[config.mk]
export PLATFORM = sky130hd
export DESIGN_NAME = qleaf_stage
export DESIGN_NICKNAME = d
export VERILOG_FILES = /design/src/rtl/qtree_pkg.sv /design/src/rtl/qleaf_fifo.sv /design/src/rtl/simple_ram.sv /design/src/rtl/qleaf_stage.sv
export SDC_FILE = /design/constraint.sdc
export NUM_CORES = 2
export LEC_CHECK = 0
export ABC_CLOCK_PERIOD_IN_PS = 5300
export CAP_MARGIN = 10
export CORE_ASPECT_RATIO = 1.4
export CORE_MARGIN = 1
export CORE_UTILIZATION = 45
export CTS_CLUSTER_DIAMETER = 60
export DETAILED_ROUTE_END_ITERATION = 16
export GPL_ROUTABILITY_DRIVEN = 0
export HOLD_SLACK_MARGIN = 0.06
export PLACE_DENSITY = 0.7
export SYNTH_ARGS = -nofsm -noshare
export SYNTH_HDL_FRONTEND = slang
export SYNTH_HIERARCHICAL = 1
export SYNTH_SLANG_ARGS = --single-unit
[constraint.sdc]
create_clock -name clk_i -period 5.3 [get_ports clk_i]
set_input_delay 0.795 -clock clk_i [delete_from_list [all_inputs] [get_ports clk_i]]
set_output_delay 0.795 -clock clk_i [all_outputs]
set_load 0.02 [all_outputs]
[src/rtl/qtree_pkg.sv]
// Shared types for the quadtree lookup pipeline: leaf table entries, leaf
// results and the drop-counter width.
package qtree_pkg;

  localparam int LEAF_KEY_W   = 16;
  localparam int LEAF_VALUE_W = 16;
  localparam int DROP_CNT_W   = 16;

  typedef struct packed {
    logic                    vld;
    logic [LEAF_KEY_W-1:0]   key;
    logic [LEAF_VALUE_W-1:0] value;
  } leaf_entry_t;

  typedef struct packed {
    logic                    hit;
    logic [LEAF_VALUE_W-1:0] value;
    logic [LEAF_KEY_W-1:0]   key;
  } leaf_result_t;

endpackage

[src/rtl/qleaf_fifo.sv]
// Show-ahead result FIFO: the head lives in its own register so the outputs
// never come straight from the storage array. Flags a push that cannot land.
module qleaf_fifo
  import qtree_pkg::*;
#(
  parameter  int DEPTH       = 8,
  parameter  int AFULL_LEVEL = 6,
  localparam int PTR_W       = $clog2(DEPTH),
  localparam int LVL_W       = PTR_W + 1
) (
  input  logic         clk_i,
  input  logic         rst_n_i,
  input  logic         push_i,
  input  leaf_result_t push_data_i,
  input  logic         pop_i,
  output leaf_result_t head_o,
  output logic         valid_o,
  output logic [LVL_W-1:0] level_o,
  output logic         almost_full_o,
  output logic         drop_o
);

  leaf_result_t     mem [DEPTH];
  logic [PTR_W-1:0] wr_ptr;
  logic [PTR_W-1:0] rd_ptr;
  logic [LVL_W-1:0] level_nxt;
  logic             full;
  logic             empty;
  logic             pop;
  logic             push_ok;

  assign full    = (level_o == LVL_W'(DEPTH));
  assign empty   = (level_o == '0);
  assign pop     = pop_i && valid_o;
  // A pop frees the slot in the same cycle, so a full FIFO still accepts.
  assign push_ok = push_i && (!full || pop);
  assign drop_o  = push_i && !push_ok;

  always_comb begin
    level_nxt = level_o;
    if (push_ok && !pop)      level_nxt = level_o + 1'b1;
    else if (pop && !push_ok) level_nxt = level_o - 1'b1;
  end

  always_ff @(posedge clk_i) begin
    if (push_ok) mem[wr_ptr] <= push_data_i;
  end

  always_ff @(posedge clk_i) begin
    if (!rst_n_i) begin
      wr_ptr        <= '0;
      rd_ptr        <= '0;
      level_o       <= '0;
      valid_o       <= 1'b0;
      almost_full_o <= 1'b0;
      head_o        <= '0;
    end else begin
      level_o       <= level_nxt;
      valid_o       <= (level_nxt != '0);
      almost_full_o <= (level_nxt >= LVL_W'(AFULL_LEVEL));
      if (push_ok) wr_ptr <= wr_ptr + 1'b1;
      if (pop)     rd_ptr <= rd_ptr + 1'b1;
      // Head reloads from the incoming entry when it becomes the oldest one.
      if (push_ok && (empty || (pop && level_o == LVL_W'(1))))
        head_o <= push_data_i;
      else if (pop && level_o > LVL_W'(1))
        head_o <= mem[rd_ptr + 1'b1];
    end
  end

endmodule

[src/rtl/simple_ram.sv]
// Single-port-write, single-port-read RAM with a registered read; a read and
// write to the same address in one cycle returns the old contents.
module simple_ram #(
  parameter int ADDR_WIDTH = 6,
  parameter int DATA_WIDTH = 33
) (
  input  logic                  clk_i,
  input  logic                  wr_en,
  input  logic [ADDR_WIDTH-1:0] wr_addr,
  input  logic [DATA_WIDTH-1:0] wr_data,
  input  logic [ADDR_WIDTH-1:0] rd_addr,
  output logic [DATA_WIDTH-1:0] rd_data
);

  logic [DATA_WIDTH-1:0] mem [1<<ADDR_WIDTH];

  // NOTE: storage arrays carry no reset; clearing them would need a
  // per-entry reset mux and the table contents must survive reset anyway.
  always_ff @(posedge clk_i) begin
    if (wr_en) mem[wr_addr] <= wr_data;
    rd_data <= mem[rd_addr];
  end

endmodule

[src/rtl/qleaf_stage.sv]
// Terminal leaf stage: leaf table read, exact-key compare, and a result FIFO
// that counts and flags drops because the tree pipeline cannot stall.
module qleaf_stage
  import qtree_pkg::*;
#(
  parameter int ADDR_WIDTH   = 6,
  parameter int DATA_WIDTH   = 16,
  parameter int RESULT_WIDTH = 16,
  parameter int FIFO_DEPTH   = 8,
  parameter int AFULL_LEVEL  = 6
) (
  input  logic                          clk_i,
  input  logic                          rst_n_i,
  input  logic                          ctrl_wr_en_i,
  input  logic [ADDR_WIDTH-1:0]         ctrl_wr_addr_i,
  input  logic [$bits(leaf_entry_t)-1:0] ctrl_wr_data_i,
  input  logic                          lookup_valid_i,
  input  logic [ADDR_WIDTH-1:0]         lookup_addr_i,
  input  logic [DATA_WIDTH-1:0]         lookup_data_i,
  output logic                          res_valid_o,
  input  logic                          res_ready_i,
  output logic                          res_hit_o,
  output logic [RESULT_WIDTH-1:0]       res_value_o,
  output logic [DATA_WIDTH-1:0]         res_data_o,
  output logic [$clog2(FIFO_DEPTH):0]   level_o,
  output logic                          almost_full_o,
  output logic                          overflow_o,
  output logic [DROP_CNT_W-1:0]         drop_cnt_o
);

  leaf_entry_t     ram_q;
  logic            d1_valid;
  logic [DATA_WIDTH-1:0] d1_key;
  logic            d2_valid;
  leaf_result_t    d2_result;
  leaf_result_t    result_c;
  leaf_result_t    head;
  logic            drop;

  simple_ram #(
    .ADDR_WIDTH (ADDR_WIDTH),
    .DATA_WIDTH ($bits(leaf_entry_t))
  ) u_leaf_ram (
    .clk_i   (clk_i),
    .wr_en   (ctrl_wr_en_i),
    .wr_addr (ctrl_wr_addr_i),
    .wr_data (ctrl_wr_data_i),
    .rd_addr (lookup_addr_i),
    .rd_data (ram_q)
  );

  // NOTE: every variable driven here gets a default first so no latch is inferred.
  always_comb begin
    result_c       = '0;
    result_c.hit   = ram_q.vld && (ram_q.key == d1_key);
    result_c.value = result_c.hit ? ram_q.value : '0;
    result_c.key   = d1_key;
  end

  // NOTE: sequential state uses non-blocking assignments only.
  always_ff @(posedge clk_i) begin
    if (!rst_n_i) begin
      d1_valid   <= 1'b0;
      d1_key     <= '0;
      d2_valid   <= 1'b0;
      d2_result  <= '0;
      overflow_o <= 1'b0;
      drop_cnt_o <= '0;
    end else begin
      d1_valid  <= lookup_valid_i;
      d1_key    <= lookup_data_i;
      d2_valid  <= d1_valid;
      d2_result <= result_c;
      if (drop) begin
        overflow_o <= 1'b1;
        if (drop_cnt_o != '1) drop_cnt_o <= drop_cnt_o + 1'b1;
      end
    end
  end

  qleaf_fifo #(
    .DEPTH       (FIFO_DEPTH),
    .AFULL_LEVEL (AFULL_LEVEL)
  ) u_fifo (
    .clk_i         (clk_i),
    .rst_n_i       (rst_n_i),
    .push_i        (d2_valid),
    .push_data_i   (d2_result),
    .pop_i         (res_ready_i),
    .head_o        (head),
    .valid_o       (res_valid_o),
    .level_o       (level_o),
    .almost_full_o (almost_full_o),
    .drop_o        (drop)
  );

  assign res_hit_o   = head.hit;
  assign res_value_o = head.value;
  assign res_data_o  = head.key;

endmodule

* Yosys cells after proc, flatten, opt, wreduce, memory -nomap -nowiden
Memories as Yosys holds them, arrays and structs flattened. A register that Yosys moved wholly into a read port is not among the register bits. Cells that the tools add are included.
Storage, ports and cells: bits in registers 113, RAM bits 2376, memories 2
Operators by class: $add $sub $neg 5, magnitude comparators 2, equality and inequality tests 4, muxes and demuxes 8, reductions and logical operators 19
Memories:
- u_leaf_ram.mem | words 64, bits a word 33, read ports 1, clocked after memory_dff 1, wr ports 1, RTL line simple_ram.sv:15 | logic [DATA_WIDTH-1:0] mem [1<<ADDR_WIDTH];
- u_fifo.mem | words 8, bits a word 33, read ports 1, clocked after memory_dff 0, wr ports 1, RTL line qleaf_fifo.sv:23 | leaf_result_t mem [DEPTH];
Operator list (count):
- two-way mux 33 bit | 2
- adder 16 x 1 -> 16 bit, second input constant | 1
- equality test 16 bit | 1
- inequality test 16 bit, second input constant | 1
- logical AND 1 bit | 9
- two-way mux 4 bit | 2
- adder 3 x 1 -> 3 bit, second input constant | 2
- adder 4 x 1 -> 4 bit, second input constant | 1
- equality test 4 x 1 -> 1 bit, second input constant | 1
- equality test 4 bit, second input constant | 1
- >= comparator 4 x 3 -> 1 bit, second input constant | 1
- greater-than comparator 4 x 1 -> 1 bit, second input constant | 1
- logical NOT 4 bit | 1
- two-way mux 1 bit | 4
- AND reduction 2 bit | 2
- nonzero test 4 bit | 1
- subtractor 4 x 1 -> 4 bit, second input constant | 1
- logical NOT 1 bit | 3
- logical OR 1 bit | 2
- nonzero test 2 bit | 1

* Longest topological paths before layout
word-level depth 9, gate-level depth with buffers 10, depth with buffers taken out 8

* By module
The synthesis kept the hierarchy.
By module, submodules not included:
- simple_ram | times used 1, cells an instance 3598, area an instance 81192.9 um^2, seq. area each 64081.5 um^2
- qleaf_fifo | times used 1, cells an instance 887, area an instance 12742.2 um^2, seq. area each 8828.5 um^2
- qleaf_stage | times used 1, cells an instance 247, area an instance 2428.6 um^2, seq. area each 1361.3 um^2

* Least setup slack after synthesis
OpenSTA, ideal clock, no wires.
path type flip-flop to flip-flop, start register u_fifo.level_o[0], end memory u_fifo/mem[0][0] in the netlist's numbering, enable pin, library setup time 0.464 ns, data arrival time 3.876 ns, slack 0.959 ns, cell stages (with the launch flop) 7, cell sequence dfxtp_1 -> inv_1 -> ha_1 -> nand3b_1 -> o21ai_0 -> or2_2 -> nor3_1
On the way: longest elaborated chain between the ends 6
RTL lines:
- from (decl) | RTL line qleaf_fifo.sv:18 | output logic [LVL_W-1:0] level_o,
- from (signal assigned) | RTL line qleaf_fifo.sv:58 | level_o <= level_nxt;
- equality test 4 bit | RTL line qleaf_fifo.sv:32 | assign full = (level_o == LVL_W'(DEPTH));
- logical NOT 1 bit | RTL line qleaf_fifo.sv:36 | assign push_ok = push_i && (!full || pop);
- logical OR 1 bit | RTL line qleaf_fifo.sv:36
- logical AND 1 bit | RTL line qleaf_fifo.sv:36
- two-way mux 1 bit | RTL line qleaf_fifo.sv:46 | if (push_ok) mem[wr_ptr] <= push_data_i;
- two-way mux 1 bit (not written as such) | RTL line qleaf_fifo.sv:46
- to (decl) | RTL line qleaf_fifo.sv:23
Every way passes these cells.

* Worst setup path in the final report
start register u_fifo.level_o[0], end register drop_cnt_o[8]
On the way: longest elaborated chain between the ends 7
RTL lines:
- equality test 4 bit | RTL line qleaf_fifo.sv:32
- logical NOT 1 bit | RTL line qleaf_fifo.sv:36
- logical OR 1 bit | RTL line qleaf_fifo.sv:36
- logical AND 1 bit | RTL line qleaf_fifo.sv:36
- logical NOT 1 bit | RTL line qleaf_fifo.sv:37 | assign drop_o = push_i && !push_ok;
- logical AND 1 bit | RTL line qleaf_fifo.sv:37
- net drop | RTL line qleaf_stage.sv:38 | logic drop;
- AND reduction 2 bit (no source line)
- to (signal assigned) | RTL line qleaf_stage.sv:76 | if (drop_cnt_o != '1) drop_cnt_o <= drop_cnt_o + 1'b1;
- to (decl) | RTL line qleaf_stage.sv:28 | output logic [DROP_CNT_W-1:0] drop_cnt_o
The timed path passes the listed nets, and every way through them passes these cells. A chain may end at the register's enable or synchronous reset.

==> results.md <==
* Worst Hold Path Cells at 2
* Die area at 0.2160 mm2
* Skew final at 0.07647 ns
* DRC Markers at 0
* Final layout net count at 5059
* CTS resizes at 0
* Min Tclk post-route at 3.310 ns
* RSZ-0062 raised after global routing: no
* Clk sinks at 2522
* First-pass GRT wire length at 348.7 mm
* FF+latch count, synth at 2522
* Cts bufs inserted at 228
* R2R cell count at 8
* R2r setup slk at 1.99 ns
* Ports at 122
* Top delay family on crit path: simple AND/OR/NAND/NOR gates
* Max FO, Critical Path at 8
* Detail Placement HPWL at 149.6 mm
* Worst Hold Path EP: d2_result[26]
* Routed via count at 49138
* Die Height at 549.5 um
* Post-DRT Antenna Nets at 0
* Reg2reg end: drop_cnt_o[8]
* Hold Vio Cnt, Final at 0
* Largest net degree at the start of global routing at 99
* Initial antenna violation count at 7
* Slowest CP cell: nor2_1
* Row cnt at 200
* Power per cell area at 381.9 mW/mm2
* Fill cells at 16378
* Largest stage delay, worst path at 0.71 ns
* EDFF count, synth at 2376
* Critical path startpoint: u_fifo/level_o[0]
* Initial Utilization at 45.36%
* Worst Setup Start Kind: register
* Asr flop ratio synth at 0%
* Setup-failing EPs final at 0
* Leakage at 34.05 nW
* Critical path class: reg -> reg
* Setup TNS Final at 0 ns
* Endpoint class of the critical path: register
* DRT iter0 DRCs at 5647
* Port bufs at 121
* WL final at 242.8 mm
* Required time of the critical path at 6.04 ns
* Router iterations before antenna repair at 6
* Global Route Usage Sum at 22.44%
* H-tree lvl count at 4
* Vias in the first global route at 48633
* Synth area leader: edfxtp_1
* Period utilization at 62.46%
* Synth top area cells: edfxtp_1 74%, mux4_2 11%, dfxtp_1 3.0%, mux2i_1 2.4%, nand3_1 1.2%
* Yosys warns at 6
* Avg Vias per Cell at 6.128
* Final Slew Violations at 0
* Most common cell after layout, fill and taps aside: edfxtp_1
* Worst IR Drop VDD at 402.1 uV
* GR Overflow Total at 0
* Total power at 41.68 mW
* Cts hold-fix bufs at 0
* Outcome: complete, no violations
* Worst R2R Start: u_fifo/level_o[0]
* Worst Hold Class: reg -> reg
* Longest Clk Path Bufs at 3
* Post-CTS Setup Inserts at 0
* Syn nets at 4805
* Sequential element share of the synthesized area at 77.07%
* Clk pin slew, worst setup/hold paths at 0.06 ns
* CTS Root Cell: clkbuf_16
* Crit path cell chain: inv_1 -> ha_1 -> nand3b_1 -> nor2_1 -> nand3_1 -> nor2_1 -> or4b_2 -> a21oi_1
* Yosys top cell area share at 74.04%
* Chip Width at 393.1 um
* Slew HR at 20.74%
* Fmax at 302.1 MHz
* Commonest non-fill, non-tap cells in the layout: 2376 x edfxtp_1, 485 x mux4_2, 235 x mux2i_1
* Average wire per standard cell at 30.28 um
* Crit path DAT at 4.05 ns
* CTS tree: done
* Worst-margin pin slew at 1.186 ns
* Core area at 0.2125 mm2
* Layout cell share with drive strength beyond 1 at 22.85%
* Mapped Area at 0.09636 mm2
* Avg Cell Area, Syn at 20.36 um2
* Yosys cell types at 75
* Clk_lat worst skew at 0.88 ns
* Maxcap violations at 0
* Post-Syn Instances at 4732
* Buf+Inv Stages, Crit Path at 1
* Layout area overhead at 13.28%
* Most frequent CP cell: nor2_1
* Min-delay src: u_leaf_ram/rd_data[10]
* Ys flop type: edfxtp_1
==> cells by family (layout without fill, tap and decap cells) <==
logic type                 after synthesis  after routing  share of synthesized area (%)
buffers and inverters                  309            764                          1.718
AOI/OAI and AO/OA                      384            384                          3.054
DFF                                   2522           2522                          77.07
other                                    0              3                              0
xor gates and xnor gates                23             23                         0.2090
and+or+nand+nor                        761            761                          4.008
muxes                                  726            726                          13.85
adders and majority gates                7              7                        0.09088
==> cells in the mapped netlist (23+ instances only) <==
cell         n
buf_6       29
o21ai_2     30
nor3_1      62
o22ai_1     59
mux4_2     485
nand4_1     83
o221ai_1    46
buf_2       74
a41oi_1     33
a22oi_1     77
nor2b_1     24
edfxtp_1  2376
and2_1      47
dfxtp_1    146
inv_1       23
nor2_1      97
nand2_1    149
a21oi_1     28
clkbuf_1   138
mux2i_1    235
nand3_1    226
==> power breakdown <==
part	leakage [nW]	switching, mW	internal [mW]
clock	3.63	7.34	9.01
combinational	7.72	1.99	1.14
sequential	22.7	0.207	22.0
total	34.0	9.54	32.1
==> how the worst max path moves through the flow <==
stage	endpoint	slack [ns]	depth (start not counted)
after floorplan	u_fifo/mem[0][0]	0.96	6
after global routing	drop_cnt_o[8]	1.77	8
after global placement	u_leaf_ram/rd_data[19]	1.29	6
final	drop_cnt_o[8]	1.99	8
after detailed placement	u_leaf_ram/mem[62][6]	1.33	5
after CTS	drop_cnt_o[8]	1.98	8
==> per-stage QoR <==
stage / worst slack, ns / hold WS (ns) / instances / cell area [um2] / utilization, %
after floorplan: 0.9594 / 0.4015 / 4732 / 96360 / -
after CTS: 1.982 / 0.3970 / 8015 / 109100 / 51.38
after detailed placement: 1.329 / 0.4174 / 7584 / 101700 / 47.86
final: 1.990 / 0.4248 / 8018 / 109200 / 51.38
after global placement: 1.295 / 0.4251 / 7584 / 101700 / 47.86
after global routing: 1.769 / 0.4423 / 8016 / 109200 / 51.38
==> per-layer routing <==
| layer | track usage, % | routed length (um) | vias to the layer above |
|---|---|---|---|
| li1 | - | - | 20163 |
| met3 | 4.069 | 21720 | 400 |
| met4 | 7.533 | 8142 | 10 |
| met5 | 0 | 56 | - |
| met1 | 29.02 | 88640 | 25926 |
| met2 | 38.16 | 124200 | 2639 |
==> tightest hold or removal path: stages (launching register included) <==
cell and delay, ns:
dfxtp_1 0.30, inv_1 0.04, nor3_1 0.04
==> registers in the layout, summed over array words and instances, names as in the netlist, 4 cells and up <==
| register | cells |
|---|---|
| drop_cnt_o | 16 |
| d1_key | 16 |
| u_leaf_ram/rd_data | 33 |
| u_fifo/mem | 264 |
| u_fifo/level_o | 4 |
| u_fifo/head_o | 33 |
| u_leaf_ram/mem | 2112 |
| d2_result | 33 |
==> final cells by class <==
class	count	area [um2]	area share (%)
flip-flops and latches	2522	74270	68.04
multi-input cells	1901	21070	19.30
clock buffers	280	5981	5.479
well taps	2828	3538	3.242
repair buffers	307	2700	2.474
clock inverters	151	1490	1.365
inverters	26	97.59	0.08941
diodes	3	7.507	0.006877
Note: power is estimated with default switching activity, not from simulation.
